### src/rtl/cache_refill_unit_if.sv
// Refill-engine bus: miss request from the cache control unit, word reads to
// main memory, and the line write port into the cache data/tag arrays.
interface cache_refill_unit_if #(
    parameter int ADDR_W   = 15,
    parameter int WORD_W   = 32,
    parameter int OFFSET_W = 2
);
    localparam int WORDS = 2 ** OFFSET_W;

    logic                         miss_req;
    logic [ADDR_W-1:0]            miss_addr;
    logic                         busy;
    logic                         mem_rd;
    logic [ADDR_W-1:0]            mem_addr;
    logic [WORD_W-1:0]            mem_rdata;
    logic                         mem_valid;
    logic                         line_wr;
    logic [ADDR_W-OFFSET_W-1:0]   line_addr;
    logic [WORD_W*WORDS-1:0]      line_data;
    logic                         refill_done;

    // master: the refill engine; slave: control unit, memory and cache arrays.
    modport master (
        input  miss_req, miss_addr, mem_rdata, mem_valid,
        output busy, mem_rd, mem_addr, line_wr, line_addr, line_data, refill_done
    );

    modport slave (
        output miss_req, miss_addr, mem_rdata, mem_valid,
        input  busy, mem_rd, mem_addr, line_wr, line_addr, line_data, refill_done
    );
endinterface

### src/rtl/cache_refill_unit.sv
// Miss-refill engine: fetches a whole block word by word from main memory,
// assembles it in a line buffer and writes it to the cache in one strobe.
module cache_refill_unit #(
    parameter int ADDR_W   = 15,
    parameter int WORD_W   = 32,
    parameter int OFFSET_W = 2
) (
    input  logic                 clk,
    input  logic                 rst,
    cache_refill_unit_if.master  bus
);
    localparam int WORDS  = 2 ** OFFSET_W;
    localparam int BLK_W  = ADDR_W - OFFSET_W;
    localparam int LINE_W = WORD_W * WORDS;
    localparam logic [OFFSET_W-1:0] CNT_LAST = OFFSET_W'(WORDS - 1);

    typedef enum logic [1:0] {IDLE, REQ, WRITE, COOL} state_t;

    state_t              r_state, w_state_nxt;
    logic [BLK_W-1:0]    r_blk, w_blk;
    logic [OFFSET_W-1:0] r_cnt, w_cnt;
    logic [OFFSET_W-1:0] w_cnt_inc;
    logic                r_busy, w_busy;
    logic                r_mem_rd, w_mem_rd;
    logic [ADDR_W-1:0]   r_mem_addr, w_mem_addr;
    logic                r_line_wr, w_line_wr;
    logic [BLK_W-1:0]    r_line_addr, w_line_addr;
    logic [LINE_W-1:0]   r_line_data, w_line_data;
    logic                w_last_ack;

    assign w_cnt_inc  = r_cnt + OFFSET_W'(1);
    assign w_last_ack = bus.mem_valid && (r_cnt == CNT_LAST);

    // State and every output are registered together; reset also clears the
    // line buffer so an aborted refill leaves no partial line visible.
    // NOTE: sequential state uses non-blocking assignments so all registers
    // update from the same pre-edge values.
    always_ff @(posedge clk or posedge rst) begin
        if (rst) begin
            r_state     <= IDLE;
            r_blk       <= '0;
            r_cnt       <= '0;
            r_busy      <= 1'b0;
            r_mem_rd    <= 1'b0;
            r_mem_addr  <= '0;
            r_line_wr   <= 1'b0;
            r_line_addr <= '0;
            r_line_data <= '0;
        end else begin
            r_state     <= w_state_nxt;
            r_blk       <= w_blk;
            r_cnt       <= w_cnt;
            r_busy      <= w_busy;
            r_mem_rd    <= w_mem_rd;
            r_mem_addr  <= w_mem_addr;
            r_line_wr   <= w_line_wr;
            r_line_addr <= w_line_addr;
            r_line_data <= w_line_data;
        end
    end

    // NOTE: every combinational output gets a default first, so no path
    // through the case can infer a latch.
    always_comb begin
        w_state_nxt = r_state;
        case (r_state)
            IDLE:    if (bus.miss_req) w_state_nxt = REQ;
            REQ:     if (w_last_ack)   w_state_nxt = WRITE;
            WRITE:   w_state_nxt = COOL;
            COOL:    w_state_nxt = IDLE;
            default: w_state_nxt = IDLE;
        endcase
    end

    always_comb begin
        w_blk       = r_blk;
        w_cnt       = r_cnt;
        w_mem_rd    = r_mem_rd;
        w_mem_addr  = r_mem_addr;
        w_line_wr   = 1'b0;
        w_line_addr = r_line_addr;
        w_line_data = r_line_data;
        w_busy      = (w_state_nxt != IDLE);
        case (r_state)
            IDLE: begin
                if (bus.miss_req) begin
                    w_blk      = bus.miss_addr[ADDR_W-1:OFFSET_W];
                    w_cnt      = '0;
                    w_mem_rd   = 1'b1;
                    w_mem_addr = {bus.miss_addr[ADDR_W-1:OFFSET_W], {OFFSET_W{1'b0}}};
                end
            end
            REQ: begin
                if (bus.mem_valid) begin
                    w_line_data[int'(r_cnt)*WORD_W +: WORD_W] = bus.mem_rdata;
                    if (r_cnt == CNT_LAST) begin
                        w_mem_rd    = 1'b0;
                        w_line_wr   = 1'b1;
                        w_line_addr = r_blk;
                    end else begin
                        // Offset bits advance alone, so the fetch never leaves the block.
                        w_cnt      = w_cnt_inc;
                        w_mem_addr = {r_blk, w_cnt_inc};
                    end
                end
            end
            default: ;
        endcase
    end

    assign bus.busy        = r_busy;
    assign bus.mem_rd      = r_mem_rd;
    assign bus.mem_addr    = r_mem_addr;
    assign bus.line_wr     = r_line_wr;
    assign bus.refill_done = r_line_wr;
    assign bus.line_addr   = r_line_addr;
    assign bus.line_data   = r_line_data;
endmodule
### src/flat_wrapper.sv
// flat-port wrapper written by rule: the top's interface ports become plain ports
module cache_refill_unit_flat 
#(
    parameter int ADDR_W   = 15,
    parameter int WORD_W   = 32,
    parameter int OFFSET_W = 2
)
  (clk, rst, bus_miss_req, bus_miss_addr, bus_mem_rdata, bus_mem_valid, bus_busy, bus_mem_rd, bus_mem_addr, bus_line_wr, bus_line_addr, bus_line_data, bus_refill_done);
  cache_refill_unit_if #(.ADDR_W(ADDR_W), .WORD_W(WORD_W), .OFFSET_W(OFFSET_W)) bus_i ();
  input  logic clk;
  input  logic rst;
  input wire logic [$bits(bus_i.miss_req)-1:0] bus_miss_req;
  input wire logic [$bits(bus_i.miss_addr)-1:0] bus_miss_addr;
  input wire logic [$bits(bus_i.mem_rdata)-1:0] bus_mem_rdata;
  input wire logic [$bits(bus_i.mem_valid)-1:0] bus_mem_valid;
  output wire logic [$bits(bus_i.busy)-1:0] bus_busy;
  output wire logic [$bits(bus_i.mem_rd)-1:0] bus_mem_rd;
  output wire logic [$bits(bus_i.mem_addr)-1:0] bus_mem_addr;
  output wire logic [$bits(bus_i.line_wr)-1:0] bus_line_wr;
  output wire logic [$bits(bus_i.line_addr)-1:0] bus_line_addr;
  output wire logic [$bits(bus_i.line_data)-1:0] bus_line_data;
  output wire logic [$bits(bus_i.refill_done)-1:0] bus_refill_done;
  assign bus_i.miss_req = bus_miss_req;
  assign bus_i.miss_addr = bus_miss_addr;
  assign bus_i.mem_rdata = bus_mem_rdata;
  assign bus_i.mem_valid = bus_mem_valid;
  assign bus_busy = bus_i.busy;
  assign bus_mem_rd = bus_i.mem_rd;
  assign bus_mem_addr = bus_i.mem_addr;
  assign bus_line_wr = bus_i.line_wr;
  assign bus_line_addr = bus_i.line_addr;
  assign bus_line_data = bus_i.line_data;
  assign bus_refill_done = bus_i.refill_done;
  cache_refill_unit #(.ADDR_W(ADDR_W), .WORD_W(WORD_W), .OFFSET_W(OFFSET_W)) u_core (.clk(clk), .rst(rst), .bus(bus_i));
endmodule
### config.mk
export PLATFORM = sky130hd
export DESIGN_NAME = cache_refill_unit_flat
export DESIGN_NICKNAME = d
export VERILOG_FILES = /design/src/rtl/cache_refill_unit_if.sv /design/src/rtl/cache_refill_unit.sv /design/src/flat_wrapper.sv
export SDC_FILE = /design/constraint.sdc
export NUM_CORES = 1
export LEC_CHECK = 0
export BUFFER_PORTS_ARGS = -buffer_cell sky130_fd_sc_hd__buf_2
export CAP_MARGIN = 20
export CORE_MARGIN = 2
export CORE_UTILIZATION = 50
export DETAILED_ROUTE_END_ITERATION = 6
export GPL_TIMING_DRIVEN = 0
export PLACE_DENSITY = 0.78
export SYNTH_ARGS = -nofsm -noshare
export SYNTH_HDL_FRONTEND = slang
export SYNTH_SLANG_ARGS = --single-unit
### constraint.sdc
create_clock -name clk -period 7.5 [get_ports clk]
set_input_delay 1.5 -clock clk [delete_from_list [all_inputs] [get_ports clk]]
set_output_delay 1.5 -clock clk [all_outputs]
set_load 0.05 [all_outputs]
== After elaboration in Yosys (flattened, before gate mapping) ==
Index checks and enable logic that the tools add are counted.

* Bits in read-only memories: 0
* RAM bits: 0
* Register bits after elaboration: 176
* Latch bits: 0
* Output and inout bits: 160
* Logic and storage cells: 49
* Memories: 0

* Muxes and demuxes: 19
* Magnitude comparators: 0
* Multipliers: 0
* Bitwise logic cells: 0
* Equality and inequality tests: 8
* Add/subtract/negate cells: 2
* Shifts and indexed selects: 2
* Divide/modulo/power cells: 0
* Reduce and logical (&&, ||, !) cells: 9

{| class="wikitable"
|+ Operator list
! kind !! count
|-
| 128-bit bitwise mux || 1
|-
| 32-bit by 33-bit variable shift with 128-bit output, first input constant || 1
|-
| 32-bit by 33-bit variable part select with 128-bit output || 1
|-
| 15-bit 2-to-1 mux || 3
|-
| 7-bit negation with 33-bit output || 1
|-
| 15-bit one-hot mux with 2 select lines || 1
|-
| 2-bit 2-to-1 mux || 5
|-
| 2-bit one-hot mux with 4 select lines || 1
|-
| 4-bit AND reduction || 2
|-
| 2-bit == test, second input constant || 3
|-
| 1-bit 2-to-1 mux || 6
|-
| 2-bit inequality test, second input constant || 3
|-
| 2-bit one-hot mux with 2 select lines || 1
|-
| 2-bit AND reduction || 2
|-
| 2-bit nonzero test || 2
|-
| 3-bit AND reduction || 1
|-
| 2-bit by 1-bit adder with 2-bit output, second input constant || 1
|-
| 2-bit by 1-bit == test with 1-bit output, second input constant || 1
|-
| 2-bit logical NOT || 1
|-
| 2-bit by 1-bit inequality test with 1-bit output, second input constant || 1
|-
| 1-bit one-hot mux with 2 select lines || 1
|-
| 1-bit logical AND || 1
|}

== Longest topological paths before layout ==
* Depth in word-level cells: 5
* Gate-level depth with buffers: 7
* Mapped depth without buffers: 5

== Least setup slack after synthesis ==
OpenSTA, ideal clock, no wires.

* Path type: in2reg
* From: in bus_mem_valid
* To: reg u_core.r_mem_addr[14] (netlist: u_core.bus.mem_addr[14])
* Setup time: 0.125 ns
* Stages on the path: 5
* Arrival time: 2.452 ns
* Setup slack: 4.923 ns
* Cell sequence: clkbuf_1 a31o_1 buf_6 buf_12 mux2_4

* Word-level cells in the longest chain between the ends: 2

{| class="wikitable"
|+ Ends and longest elaborated chain
! item !! RTL line !! source
|-
| start, declared || flat_wrapper.sv:15 || <nowiki>input wire logic [$bits(bus_i.mem_valid)-1:0] bus_mem_valid;</nowiki>
|-
| 2-bit inequality test (no source line) || - ||
|-
| 4-bit AND reduction (no source line) || - ||
|-
| end signal, assigned || cache_refill_unit.sv:55 || <nowiki>r_mem_addr <= w_mem_addr;</nowiki>
|-
| end, declared || cache_refill_unit.sv:25 || <nowiki>logic [ADDR_W-1:0] r_mem_addr, w_mem_addr;</nowiki>
|}

Every way passes these cells.
A chain may end at the register's enable or synchronous reset.

== Worst setup path after layout ==
* From: reg u_core.r_mem_addr[0] (netlist: u_core.bus.mem_addr[0])
* To: out bus_mem_addr[0]

{| class="wikitable"
|+ RTL lines
! item !! RTL line !! source
|-
| end, declared || flat_wrapper.sv:18 || <nowiki>output wire logic [$bits(bus_i.mem_addr)-1:0] bus_mem_addr;</nowiki>
|}

No word-level cell between the ends.

==> results.cfg <==
[synthesis]
ys_warn_count = 0
syn_nets = 683
syn_inst = 627
ys_seq_area_frac = 0.624
synth-seq-cells = 174
synth.avg_cell_area_sq_um = 11.1
synth_area_sq_um = 6980
yosysUniqueCellTypes = 27

[placed_design]
io_buffers = 207
place_area_sq_um = 8280
gp_congestion = 0.828
dp_hpwl_mm = 13.3

[global_route]
antenna_found_initial = 0
grt_use_total = 0.256
grt_pass1_vias = 5384
grt_overflow_total = 0
grt_pass1_wl_mm = 28.7
grt_max_degree = 116

[outcome]
status = finished, final reports clean

[layout]
nets = 910
diodes = 0
area_growth_pct = 28.1
fill_cells = 1149
fin_area_sq_um = 8940
drive_gt1_frac = 0.367

[setup_path]
cp_num_buf_inv = 1
worst_path_max_delay_cell = dfrtp_1
crit_fanout = 7
reg2reg_from = u_core.bus.mem_addr[0]$_DFFE_PP0P_
cp.arrival_ps = 1290
start_kind = register
crit_family = flip-flops
critPathLaunch = u_core.bus.mem_addr[0]$_DFFE_PP0P_
crit_path_cell_trace = buf_2
end_kind = output pin
worstSetupPathType = register to output pin
cp_slowest_stage_delay_ps = 520
cp.required_ps = 6000

[detailed_routing]
wl_mm = 18.6
drc = 0
avgRoutedWirePerCell_um = 17.7
dr.pass1.iters = 5
num_vias = 5576
drt_iter0_markers = 333
ant_nets = 0
vias_per_cell = 5.33

[job]
maxCapViolCount = 0

[sta]
max_freq_mhz = 359
final.period_utilization = 0.372
final-hold-violation-count = 0
slew_violations = 0
skew_ps = 8.43
setup_violations = 0
tightest_slew_ps = 621
rsz0062_at_grt = false
finalCriticalPeriod_ps = 2790
max_slew_margin = 0.584

[floorplanning]
core-area_sq_um = 13800
num_rows = 43
ioPinCount = 211
die_x_um = 122
die_y_um = 122
die_area_sq_um = 14900
initial_core_util = 0.507

[worst_hold_path]
hp-class = register to register
min_from = u_core.bus.line_data[79]$_DFFE_PP0P_

[clocking]
htree_levels = 4
cts_root_buffer = clkbuf_16
cts_buffers = 17
cts_tree = yes
clk_path_buf_depth = 2
clk_pin_slew_worst_paths_ps = 70
insertion_delay_ps = 430
post-cts-setup-buffers = 0
cts_sinks = 174
cts-resized-gates = 0
hold_buffers = 0
flip-flops by register name, summed over array words and instances (netlist names):
| name | cells |
|---|---|
| u_core.bus.busy | 1 |
| u_core.bus.line_addr | 13 |
| u_core.bus.line_data | 128 |
| u_core.bus.line_wr | 1 |
| u_core.bus.mem_addr | 15 |
| u_core.bus.mem_rd | 1 |
| u_core.r_blk | 13 |
| u_core.r_state | 2 |
worst paths after layout:
check,to,slack (ps),depth (start not counted)
worst min register to register,u_core.bus.line_data[79]$_DFFE_PP0P_,470,2
worst max-delay path,bus_mem_addr[0],4710,1
worst min-delay path,u_core.bus.line_data[79]$_DFFE_PP0P_,470,2
worst max register to register,u_core.bus.line_data[11]$_DFFE_PP0P_,5040,6
max in group asynchronous,u_core.bus.line_data[125]$_DFFE_PP0P_,5520,3
min in group asynchronous,u_core.bus.line_data[108]$_DFFE_PP0P_,1090,2
cell usage after synthesis (all sizes together):
cell	count	area [sq um]
nor3b	3	43.8
ha	5	62.6
nand4b	4	50.1
dfrtp	174	4350
inv	6	22.5
a22o	32	280
a31o	1	8.76
nor2	1	3.75
nor3	1	5.00
mux2i	2	20.0
and3b	1	8.76
nand2	196	736
o21ai	99	495
buf	20	136
mux2	52	616
a21oi	3	15.0
nor2b	1	6.26
clkbuf	25	93.8
nor4	1	21.3
per-layer routing:
metal  vias to the layer above  part of all wire  GRT usage  routed length [um]
li1                       2567                 -          -                   -
met1                      2754              0.42      0.333                7840
met2                       232              0.48      0.408                8920
met3                        23             0.082     0.0847                1520
met4                         0             0.015     0.0833                 280
met5                         -                 0          0                   0
cell usage in the layout, fill, tap and decap left out, drive strengths merged:
cell type / count
a21oi: 3
a22o: 32
a31o: 1
and3b: 1
buf: 228
bufinv: 5
clkbuf: 47
clkinv: 5
dfrtp: 174
ha: 5
inv: 6
mux2: 52
mux2i: 2
nand2: 196
nand4b: 4
nor2: 1
nor2b: 1
nor3: 1
nor3b: 3
nor4: 1
o21ai: 99
per-stage QoR:
| stage | cells | worst slack (ps) | setup TNS, ps | hold slack, ps | utilization |
|---|---|---|---|---|---|
| after floorplan | 627 | 1280 | 0 | 494 | - |
| after global placement | 1014 | -597 | -101670 | 457 | 0.598 |
| after detailed placement | 1015 | 4450 | 0 | 465 | 0.601 |
| after CTS | 1047 | 4690 | 0 | 479 | 0.649 |
| after global routing | 1047 | 4660 | 0 | 494 | 0.649 |
| final | 1047 | 4710 | 0 | 475 | 0.649 |
cell type report:
cell class / instances / area [sq um] / area share
Sequential cell: 174 / 4350 / 0.487
Multi-Input combinational cell: 402 / 2370 / 0.265
Timing Repair Buffer: 208 / 1060 / 0.119
Clock buffer: 22 / 484 / 0.0541
Buffer: 45 / 230 / 0.0257
Tap cell: 180 / 225 / 0.0252
Clock inverter: 10 / 183 / 0.0204
Inverter: 6 / 30.0 / 0.00336
cells by family after synthesis:
| group | after synthesis | synth area share |
|---|---|---|
| AOI/OAI and AO/OA | 135 | 0.115 |
| muxes | 54 | 0.0911 |
| adders and majority gates | 5 | 0.00896 |
| buffers and inverters | 51 | 0.0362 |
| DFF | 174 | 0.624 |
| and+or+nand+nor | 208 | 0.125 |
Power is left out: the tool's default activity adds up to more than one toggle a clock period on the data nets, which glitch-free logic cannot reach.
